**config.mk**
```make
export PLATFORM = sky130hd
export DESIGN_NAME = fft_peak_bin_finder
export DESIGN_NICKNAME = d
export VERILOG_FILES = /design/src/rtl/audio_pkg.sv /design/src/rtl/fft_peak_bin_finder_mag_sq.sv /design/src/rtl/fft_peak_bin_finder.sv
export SDC_FILE = /design/constraint.sdc
export NUM_CORES = 2
export LEC_CHECK = 0
export BUFFER_PORTS_ARGS = -buffer_cell sky130_fd_sc_hd__buf_2
export CORE_UTILIZATION = 55
export CTS_BUF_LIST = sky130_fd_sc_hd__clkbuf_4
export CTS_CLUSTER_SIZE = 10
export DETAILED_ROUTE_END_ITERATION = 6
export GPL_TIMING_DRIVEN = 0
export PLACE_DENSITY = 0.69
export SLEW_MARGIN = 20
export SYNTH_ARGS = -nofsm -noshare
export SYNTH_HDL_FRONTEND = slang
export SYNTH_SLANG_ARGS = --single-unit
```
**constraint.sdc**
```tcl
create_clock -name clk_in -period 7.75 [get_ports clk_in]
set_input_delay 0.775 -clock clk_in [delete_from_list [all_inputs] [get_ports clk_in]]
set_output_delay 0.775 -clock clk_in [all_outputs]
set_load 0.02 [all_outputs]
```
**src/rtl/audio_pkg.sv**
```systemverilog
// Shared audio-path types: FFT bin indices and squared-magnitude words,
// used by the peak finder and by note_lookup.
package audio_pkg;
    localparam int FFT_SIZE    = 4096;
    localparam int BIN_W       = 13;
    localparam int DATA_W      = 16;
    localparam int MIN_BIN_DEF = 120;
    localparam int MAX_BIN_DEF = 2047;
    localparam logic [31:0] MAG_THRESH_DEF = 32'd4096;

    typedef logic [BIN_W-1:0]  bin_idx_t;
    typedef logic [2*DATA_W:0] mag_t;

    typedef enum logic [1:0] {
        ST_IDLE,
        ST_SCAN,
        ST_REPORT
    } peak_state_t;
endpackage

```
**src/rtl/fft_peak_bin_finder_mag_sq.sv**
```systemverilog
// Two-stage re^2 + im^2 pipeline; bin index, valid and frame-end ride alongside.
module mag_sq_pipe #(
    parameter int DATA_W = 16,
    parameter int IDX_W  = 13
) (
    input  logic                     clk_in,
    input  logic                     rst_in,
    input  logic signed [DATA_W-1:0] i_re,
    input  logic signed [DATA_W-1:0] i_im,
    input  logic                     i_vld,
    input  logic                     i_last,
    input  logic [IDX_W-1:0]         i_idx,
    output logic                     o_s1_vld,
    output logic                     o_vld,
    output logic                     o_last,
    output logic [IDX_W-1:0]         o_idx,
    output logic [2*DATA_W:0]        o_mag
);
    // Squares are never negative, so the signed products can be kept as
    // plain bit patterns; (-2^(W-1))^2 = 2^(2W-2) still fits in 2W bits.
    logic signed [2*DATA_W-1:0] w_re2;
    logic signed [2*DATA_W-1:0] w_im2;
    assign w_re2 = i_re * i_re;
    assign w_im2 = i_im * i_im;

    logic [2*DATA_W-1:0] r_re2, r_im2;
    logic [2*DATA_W:0]   r_mag;
    logic [1:0]          r_vld_pipe;
    logic [1:0]          r_last_pipe;
    logic [IDX_W-1:0]    r_idx1, r_idx2;

    always_ff @(posedge clk_in) begin
        if (rst_in) begin
            r_re2       <= '0;
            r_im2       <= '0;
            r_mag       <= '0;
            r_vld_pipe  <= '0;
            r_last_pipe <= '0;
            r_idx1      <= '0;
            r_idx2      <= '0;
        end else begin
            r_re2       <= w_re2;
            r_im2       <= w_im2;
            r_mag       <= {1'b0, r_re2} + {1'b0, r_im2};
            r_vld_pipe  <= {r_vld_pipe[0], i_vld};
            r_last_pipe <= {r_last_pipe[0], i_vld & i_last};
            r_idx1      <= i_idx;
            r_idx2      <= r_idx1;
        end
    end

    assign o_s1_vld = r_vld_pipe[0];
    assign o_vld    = r_vld_pipe[1];
    assign o_last   = r_last_pipe[1];
    assign o_idx    = r_idx2;
    assign o_mag    = r_mag;
endmodule

```
**src/rtl/fft_peak_bin_finder.sv**
```systemverilog
// Tracks the largest in-band squared magnitude of each FFT frame and strobes
// the winning bin (or 0 for silence) three cycles after the frame-end sample.
module fft_peak_bin_finder
    import audio_pkg::*;
#(
    parameter int          FFT_SIZE   = audio_pkg::FFT_SIZE,
    parameter int          DATA_W     = audio_pkg::DATA_W,
    parameter int          MIN_BIN    = audio_pkg::MIN_BIN_DEF,
    parameter int          MAX_BIN    = audio_pkg::MAX_BIN_DEF,
    parameter logic [31:0] MAG_THRESH = audio_pkg::MAG_THRESH_DEF
) (
    input  logic                     clk_in,
    input  logic                     rst_in,
    input  logic signed [DATA_W-1:0] fft_re,
    input  logic signed [DATA_W-1:0] fft_im,
    input  logic                     fft_valid,
    input  logic                     fft_last,
    output logic [BIN_W-1:0]         peak_bin,
    output logic [2*DATA_W:0]        peak_mag,
    output logic                     peak_valid,
    output logic                     busy
);
    localparam int MAG_W = 2*DATA_W + 1;
    localparam bin_idx_t L_MIN = bin_idx_t'(MIN_BIN);
    localparam bin_idx_t L_MAX = bin_idx_t'(MAX_BIN);
    localparam bin_idx_t L_END = bin_idx_t'(FFT_SIZE - 1);
    localparam logic [MAG_W-1:0] L_THRESH = MAG_W'(MAG_THRESH);

    // A frame ends on fft_last or at the top bin, so a dropped fft_last
    // cannot make the counter wrap into the next frame.
    bin_idx_t r_bin_cnt;
    logic     w_frame_end;
    assign w_frame_end = fft_last || (r_bin_cnt == L_END);

    always_ff @(posedge clk_in) begin
        if (rst_in)
            r_bin_cnt <= '0;
        else if (fft_valid)
            r_bin_cnt <= w_frame_end ? '0 : r_bin_cnt + 1'b1;
    end

    logic             w_s1_vld, w_p_vld, w_p_last;
    bin_idx_t         w_p_idx;
    logic [MAG_W-1:0] w_p_mag;

    mag_sq_pipe #(
        .DATA_W (DATA_W),
        .IDX_W  (BIN_W)
    ) u_mag (
        .clk_in   (clk_in),
        .rst_in   (rst_in),
        .i_re     (fft_re),
        .i_im     (fft_im),
        .i_vld    (fft_valid),
        .i_last   (w_frame_end),
        .i_idx    (r_bin_cnt),
        .o_s1_vld (w_s1_vld),
        .o_vld    (w_p_vld),
        .o_last   (w_p_last),
        .o_idx    (w_p_idx),
        .o_mag    (w_p_mag)
    );

    peak_state_t      r_state;
    logic [MAG_W-1:0] r_max;
    bin_idx_t         r_idx;
    logic             r_first;
    logic [BIN_W-1:0] r_peak_bin;
    logic [MAG_W-1:0] r_peak_mag;
    logic             r_peak_valid;
    logic             r_busy;

    // The first sample of a frame compares against zero rather than the
    // previous frame's winner, so back-to-back frames never leak state.
    logic [MAG_W-1:0] w_base_max, w_new_max;
    bin_idx_t         w_base_idx, w_new_idx;
    logic             w_in_band, w_take, w_inflight;

    assign w_base_max = r_first ? '0 : r_max;
    assign w_base_idx = r_first ? '0 : r_idx;
    assign w_in_band  = (w_p_idx >= L_MIN) && (w_p_idx <= L_MAX);
    assign w_take     = w_in_band && (w_p_mag > w_base_max);
    assign w_new_max  = w_take ? w_p_mag : w_base_max;
    assign w_new_idx  = w_take ? w_p_idx : w_base_idx;
    assign w_inflight = fft_valid || w_s1_vld || w_p_vld || (r_bin_cnt != '0);

    always_ff @(posedge clk_in) begin
        if (rst_in) begin
            r_state      <= ST_IDLE;
            r_max        <= '0;
            r_idx        <= '0;
            r_first      <= 1'b1;
            r_peak_bin   <= '0;
            r_peak_mag   <= '0;
            r_peak_valid <= 1'b0;
            r_busy       <= 1'b0;
        end else begin
            r_peak_valid <= 1'b0;
            if (w_p_vld) begin
                r_max   <= w_new_max;
                r_idx   <= w_new_idx;
                r_first <= w_p_last;
            end
            if (w_p_vld && w_p_last) begin
                r_peak_valid <= 1'b1;
                r_peak_bin   <= (w_new_max >= L_THRESH) ? w_new_idx : '0;
                r_peak_mag   <= (w_new_max >= L_THRESH) ? w_new_max : '0;
                r_state      <= ST_REPORT;
                r_busy       <= 1'b1;
            end else begin
                case (r_state)
                    ST_IDLE: begin
                        if (fft_valid) begin
                            r_state <= ST_SCAN;
                            r_busy  <= 1'b1;
                            r_max   <= '0;
                            r_idx   <= '0;
                        end
                    end
                    ST_SCAN: ;
                    ST_REPORT: begin
                        r_state <= w_inflight ? ST_SCAN : ST_IDLE;
                        r_busy  <= w_inflight;
                    end
                    default: begin
                        r_state <= ST_IDLE;
                        r_busy  <= 1'b0;
                    end
                endcase
            end
        end
    end

    assign peak_bin   = r_peak_bin;
    assign peak_mag   = r_peak_mag;
    assign peak_valid = r_peak_valid;
    assign busy       = r_busy;
endmodule

```
# Word-level counts from Yosys, hierarchy flattened
# Cells that the tools add are included.
# totals
memories,0
regBits,237
ramBits,0
latchBits,0
out_inout_bits,48
input_bits,36
mem_bits_ro,0
# op_classes
n_lt_le_gt_ge,4
bitwise,2
reduce_logical,12
muxes,23
addsub,2
eq_ne,6
multipliers,2
shifts,0
div,0
# op_table
operator,count
$mux W33,7
$mux W13,8
$mul A16 B16 Y32,2
$add A32 B32 Y33,1
$ge A33 B13 Y1 const B,1
$gt A33 B33 Y1,1
$add A13 B1 Y13 const B,1
$eq A13 B12 Y1 const B,1
$ge A13 B7 Y1 const B,1
$le A13 B11 Y1 const B,1
$reduce_bool A13 Y1,1
$pmux W2 S3,1
$logic_or A1 B1 Y1,4
$mux W1,4
$mux W2,2
$ne A2 B2 Y1 const B,2
$reduce_and A2 Y1,2
$logic_and A1 B1 Y1,3
$ne A3 B3 Y1 const B,1
$pmux W1 S3,1
$eq A2 B1 Y1 const B,1
$eq A2 B2 Y1 const B,1
$logic_not A2 Y1,1
$reduce_or A2 Y1,1
2 further kinds,2

# Logic depth before layout (Yosys ltp)
# logic_depth
depth_word,8
mapped_depth,25
ltp_nobuf,23

# By module
# Synthesis repeated with hierarchy kept, for this count alone.
# hier_totals
cells_unflattened,3012
hier_area_um2,27885.5
# modules_own_cells
module,area_per_inst_um2,cells_each,seq_area_each_um2,instances
mag_sq_pipe,22421.5,2409,2502.4,1
fft_peak_bin_finder,5464.0,603,2202.1,1

# Worst setup path after synthesis
# No wires, ideal clock.
# synth_timing
path_kind,input to register
from,input fft_re[5]
to,register u_mag.r_re2[29]
n_path_buf,2
arrival_ns,6.333
setup_ns,0.121
path_slack_ns,1.297
cell_stages,20
path_cell_list,clkbuf_1 > clkbuf_1 > nand2_1 > fa_1 > inv_1 > fa_1 > fa_1 > fa_1 > fa_1 > inv_1 > fa_1 > inv_1 > ha_1 > a21o_1 > a21o_1 > a21oi_1 > o21a_1 > a21boi_1 > or3_1 > mux2_2
# synth_via
elab_chain_cells,1
# synth_lines
element,line,source
start: declaration,fft_peak_bin_finder.sv:14,"input logic signed [DATA_W-1:0] fft_re,"
$mul A16 B16 Y32,fft_peak_bin_finder_mag_sq.sv:23,assign w_re2 = i_re * i_re;
end signal: assignment,fft_peak_bin_finder_mag_sq.sv:42,r_re2 <= w_re2;
end: declaration,fft_peak_bin_finder_mag_sq.sv:26,"logic [2*DATA_W-1:0] r_re2, r_im2;"
# No other way between the ends.
# A chain may end at the register's enable or synchronous reset.

# Worst setup path in the final report
# layout_timing
from,input fft_im[5]
to,register u_mag.r_im2[28]
# layout_via
elab_chain_cells,1
# layout_lines
element,line,source
start: declaration,fft_peak_bin_finder.sv:15,"input logic signed [DATA_W-1:0] fft_im,"
$mul A16 B16 Y32,fft_peak_bin_finder_mag_sq.sv:24,assign w_im2 = i_im * i_im;
end signal: assignment,fft_peak_bin_finder_mag_sq.sv:43,r_im2 <= w_im2;
end: declaration,fft_peak_bin_finder_mag_sq.sv:26,
# No other way between the ends.

==> summary.txt <==
GRT
  – Gr ovfl total: 0
  – Total track usage: 29.5%
  – Number of global-route vias before repair: ~24,000
  – Largest net degree at the start of global routing: 11
  – First-pass GRT wire length: ~120,000 µm
  – Initial antenna violation count: 2

Clock tree
  – Root Buffer: clkbuf_4
  – Post-cts sizing count: 0
  – Clock-pin slew on the worst setup and hold paths: 60 ps
  – CTS sink count: 235
  – Post-CTS Repair Setup Buffers: 0
  – TritonCTS buffer count: 67
  – H-Tree Depth: 3
  – CTS tree: done
  – Clock Latency Late Sink: 750 ps
  – Number of hold buffers added after cts: 0
  – CTS max path bufs: 3

Outcome
  – Status: completed

Logic synthesis
  – Top cells by area, synth: fa_1 33%, dfxtp_1 16%, ha_1 11%, inv_1 8.8%, nand2_1 3.7%
  – Yosys synthesis warning count: 0
  – EDFF count, synth: 0
  – Post-synth top area cell: fa_1
  – Yosys cell types: 69
  – Post-Syn Area per Cell: between 8 and 9 µm²
  – Cell with the most instances after synthesis: inv_1
  – Synthesized flop and latch total: approximately 240
  – Seq/Total Area, Yosys: between 10% and 20%
  – Post-Syn Nets: between 3,000 and 4,000
  – Asr flop ratio synth: 0%
  – Synth Cell Area: 28,800 µm²
  – Synth Flop Type: dfxtp_1
  – Yosys top cell area share: between 30 and 40%
  – Mapped Cells: between 3,000 and 4,000
  – Most instantiated cells after synthesis: 673 x inv_1, 468 x fa_1, 284 x nand2_1

Flow run
  – Maxcap violations: 0

Setup path
  – Req. time, crit path: ~8300 ps
  – WP data arrival: around 7600 ps
  – Crit path kind: input port to register
  – Critical Path End Type: register
  – Crit-path max FO: 10
  – Startpoint Class: input port

Worst hold path
  – Hold crit path type: input port to register

Timing
  – Final setup violation count: 0
  – Final Critical Period: 6990 ps
  – Fmax: about 140 MHz
  – Setup TNS: 0 ps
  – Fin. max-slew vios: 0
  – Period utilization: about nine tenths
  – Least-Margin Pin Slew: 997 ps
  – Clock Skew: between 50 and 60 ps
  – Max_slew headroom: roughly a third
  – Final Hold Fails: 0
  – RSZ-0062 raised after global routing: false

Floorplan
  – Die Y: 231 µm
  – Total die area: 53,200 µm²
  – Core area: between 50,000 and 60,000 µm²
  – Die span in x: ~230 µm
  – Row count: slightly above 80
  – Num ports: 84
  – Initial Utilization: 55.8%

Detailed routing
  – First-iteration detailed-routing DRC count: between 1,000 and 1,500
  – Wire per inst: roughly 18 µm
  – Drt drc: 0
  – Vias post-DR: 23,000
  – Vias per cell: about 5.6
  – TritonRoute pass-1 iters: 6
  – WL final: between 70,000 and 80,000 µm
  – Antenna Nets Post-Route: 0

Finish
  – Final #Nets: approximately 4,100
  – Layout area overhead: 7.37%
  – Fraction of layout cells with a size suffix above 1: under 10%

Placed design
  – DP Wirelength: between 60,000 and 70,000 µm
  – GP Congestion: around 0.96
  – Number of I/O port buffers: 80
stage by stage:
stage,area (µm²),hold slack (ps),worst slack (ps),util [%],std cells
floorplan,28800,412,1300,-,3246
global placement,30000,417,138,58.2,4006
detailed placement,30000,420,151,58.2,4006
CTS,30900,356,932,59.9,4123
global route,30900,399,444,59.9,4124
finish,30900,405,756,59.9,4124
flip-flops by register name, summed over array words and instances, names as in the netlist, 31 cells and up:
name and flops:
u_mag.r_re2 31, u_mag.o_mag 33, r_max 33, u_mag.r_im2 31
peak_mag 33
critical path: stages:
cell and delay, ps:
clkbuf_1 470, clkbuf_1 590, nand2_1 240, fa_1 600
fa_1 430, fa_1 530, inv_1 60, fa_1 500
fa_1 490, inv_1 50, fa_1 470, inv_1 40
ha_1 310, a21oi_1 250, o21ai_0 180, a221oi_1 480
o2111ai_1 370, nand3_1 200, a41oi_1 160, nor3_1 240
nor3_1 100
layout by cell type, fill, tap and decap left out, types with 49 or more instances in the layout:
cell type	instances
inv_1	673
fa_1	468
nand2_1	284
ha_1	248
dfxtp_1	235
nor2_1	214
clkbuf_1	125
nand3_1	120
clkbuf_4	89
buf_2	85
and2_1	81
o211ai_1	72
xnor2_1	70
and3_1	68
a21oi_1	68
o21ai_0	64
a21o_1	61
nor2b_1	49
cell families (layout without fill, tap and decap cells):
group,after synthesis,in the layout,synth area share [%]
adders and majority gates,716,716,43.4
muxes,10,10,0.374
xor gates and xnor gates,104,104,3.17
buffers and inverters,810,1007,10.6
DFF,235,235,16.4
and+or+nand+nor,979,979,16.6
other,0,1,0
AOI/OAI and AO/OA,392,392,9.49
worst paths after layout:
path | from | endpoint | slack [ps] | cells past startpoint
setup / recovery | fft_im[5] | u_mag.r_im2[28]$_SDFF_PP0_ | 760 | 21
hold / removal | fft_last | u_mag.r_last_pipe[0]$_SDFF_PP0_ | 400 | 3
setup reg to reg | r_first$_SDFFE_PP1P_ | r_idx[11]$_SDFF_PP0_ | 2900 | 12
hold reg to reg | u_mag.r_idx1[7]$_SDFF_PP0_ | u_mag.o_idx[7]$_SDFF_PP0_ | 430 | 1
per-layer routing:
metal | track usage (%) | wire length [µm] | vias to the layer above | part of all wire [%]
met2 | 50.7 | 37200 | 737 | 49
met1 | 38.7 | 31600 | 11500 | 42
li1 | - | - | 10600 | -
met5 | 0 | 0 | - | 0
met3 | 4.15 | 4700 | 136 | 6.2
met4 | 8.82 | 1990 | 0 | 2.6
layout make-up:
class | count | area [µm²]
well taps | 680 | 851
fillers | 4685 | 20600
plain buffers | 136 | 517
multi-input cells | 2201 | 21000
repair buffers | 80 | 400
clock buffers | 89 | 668
flip-flops and latches | 235 | 4700
diodes | 1 | 2.50
clock inverters | 28 | 196
inverters | 674 | 2530
Power is left out: the tool's default activity adds up to more than one toggle a clock period on the data nets, which glitch-free logic cannot reach.
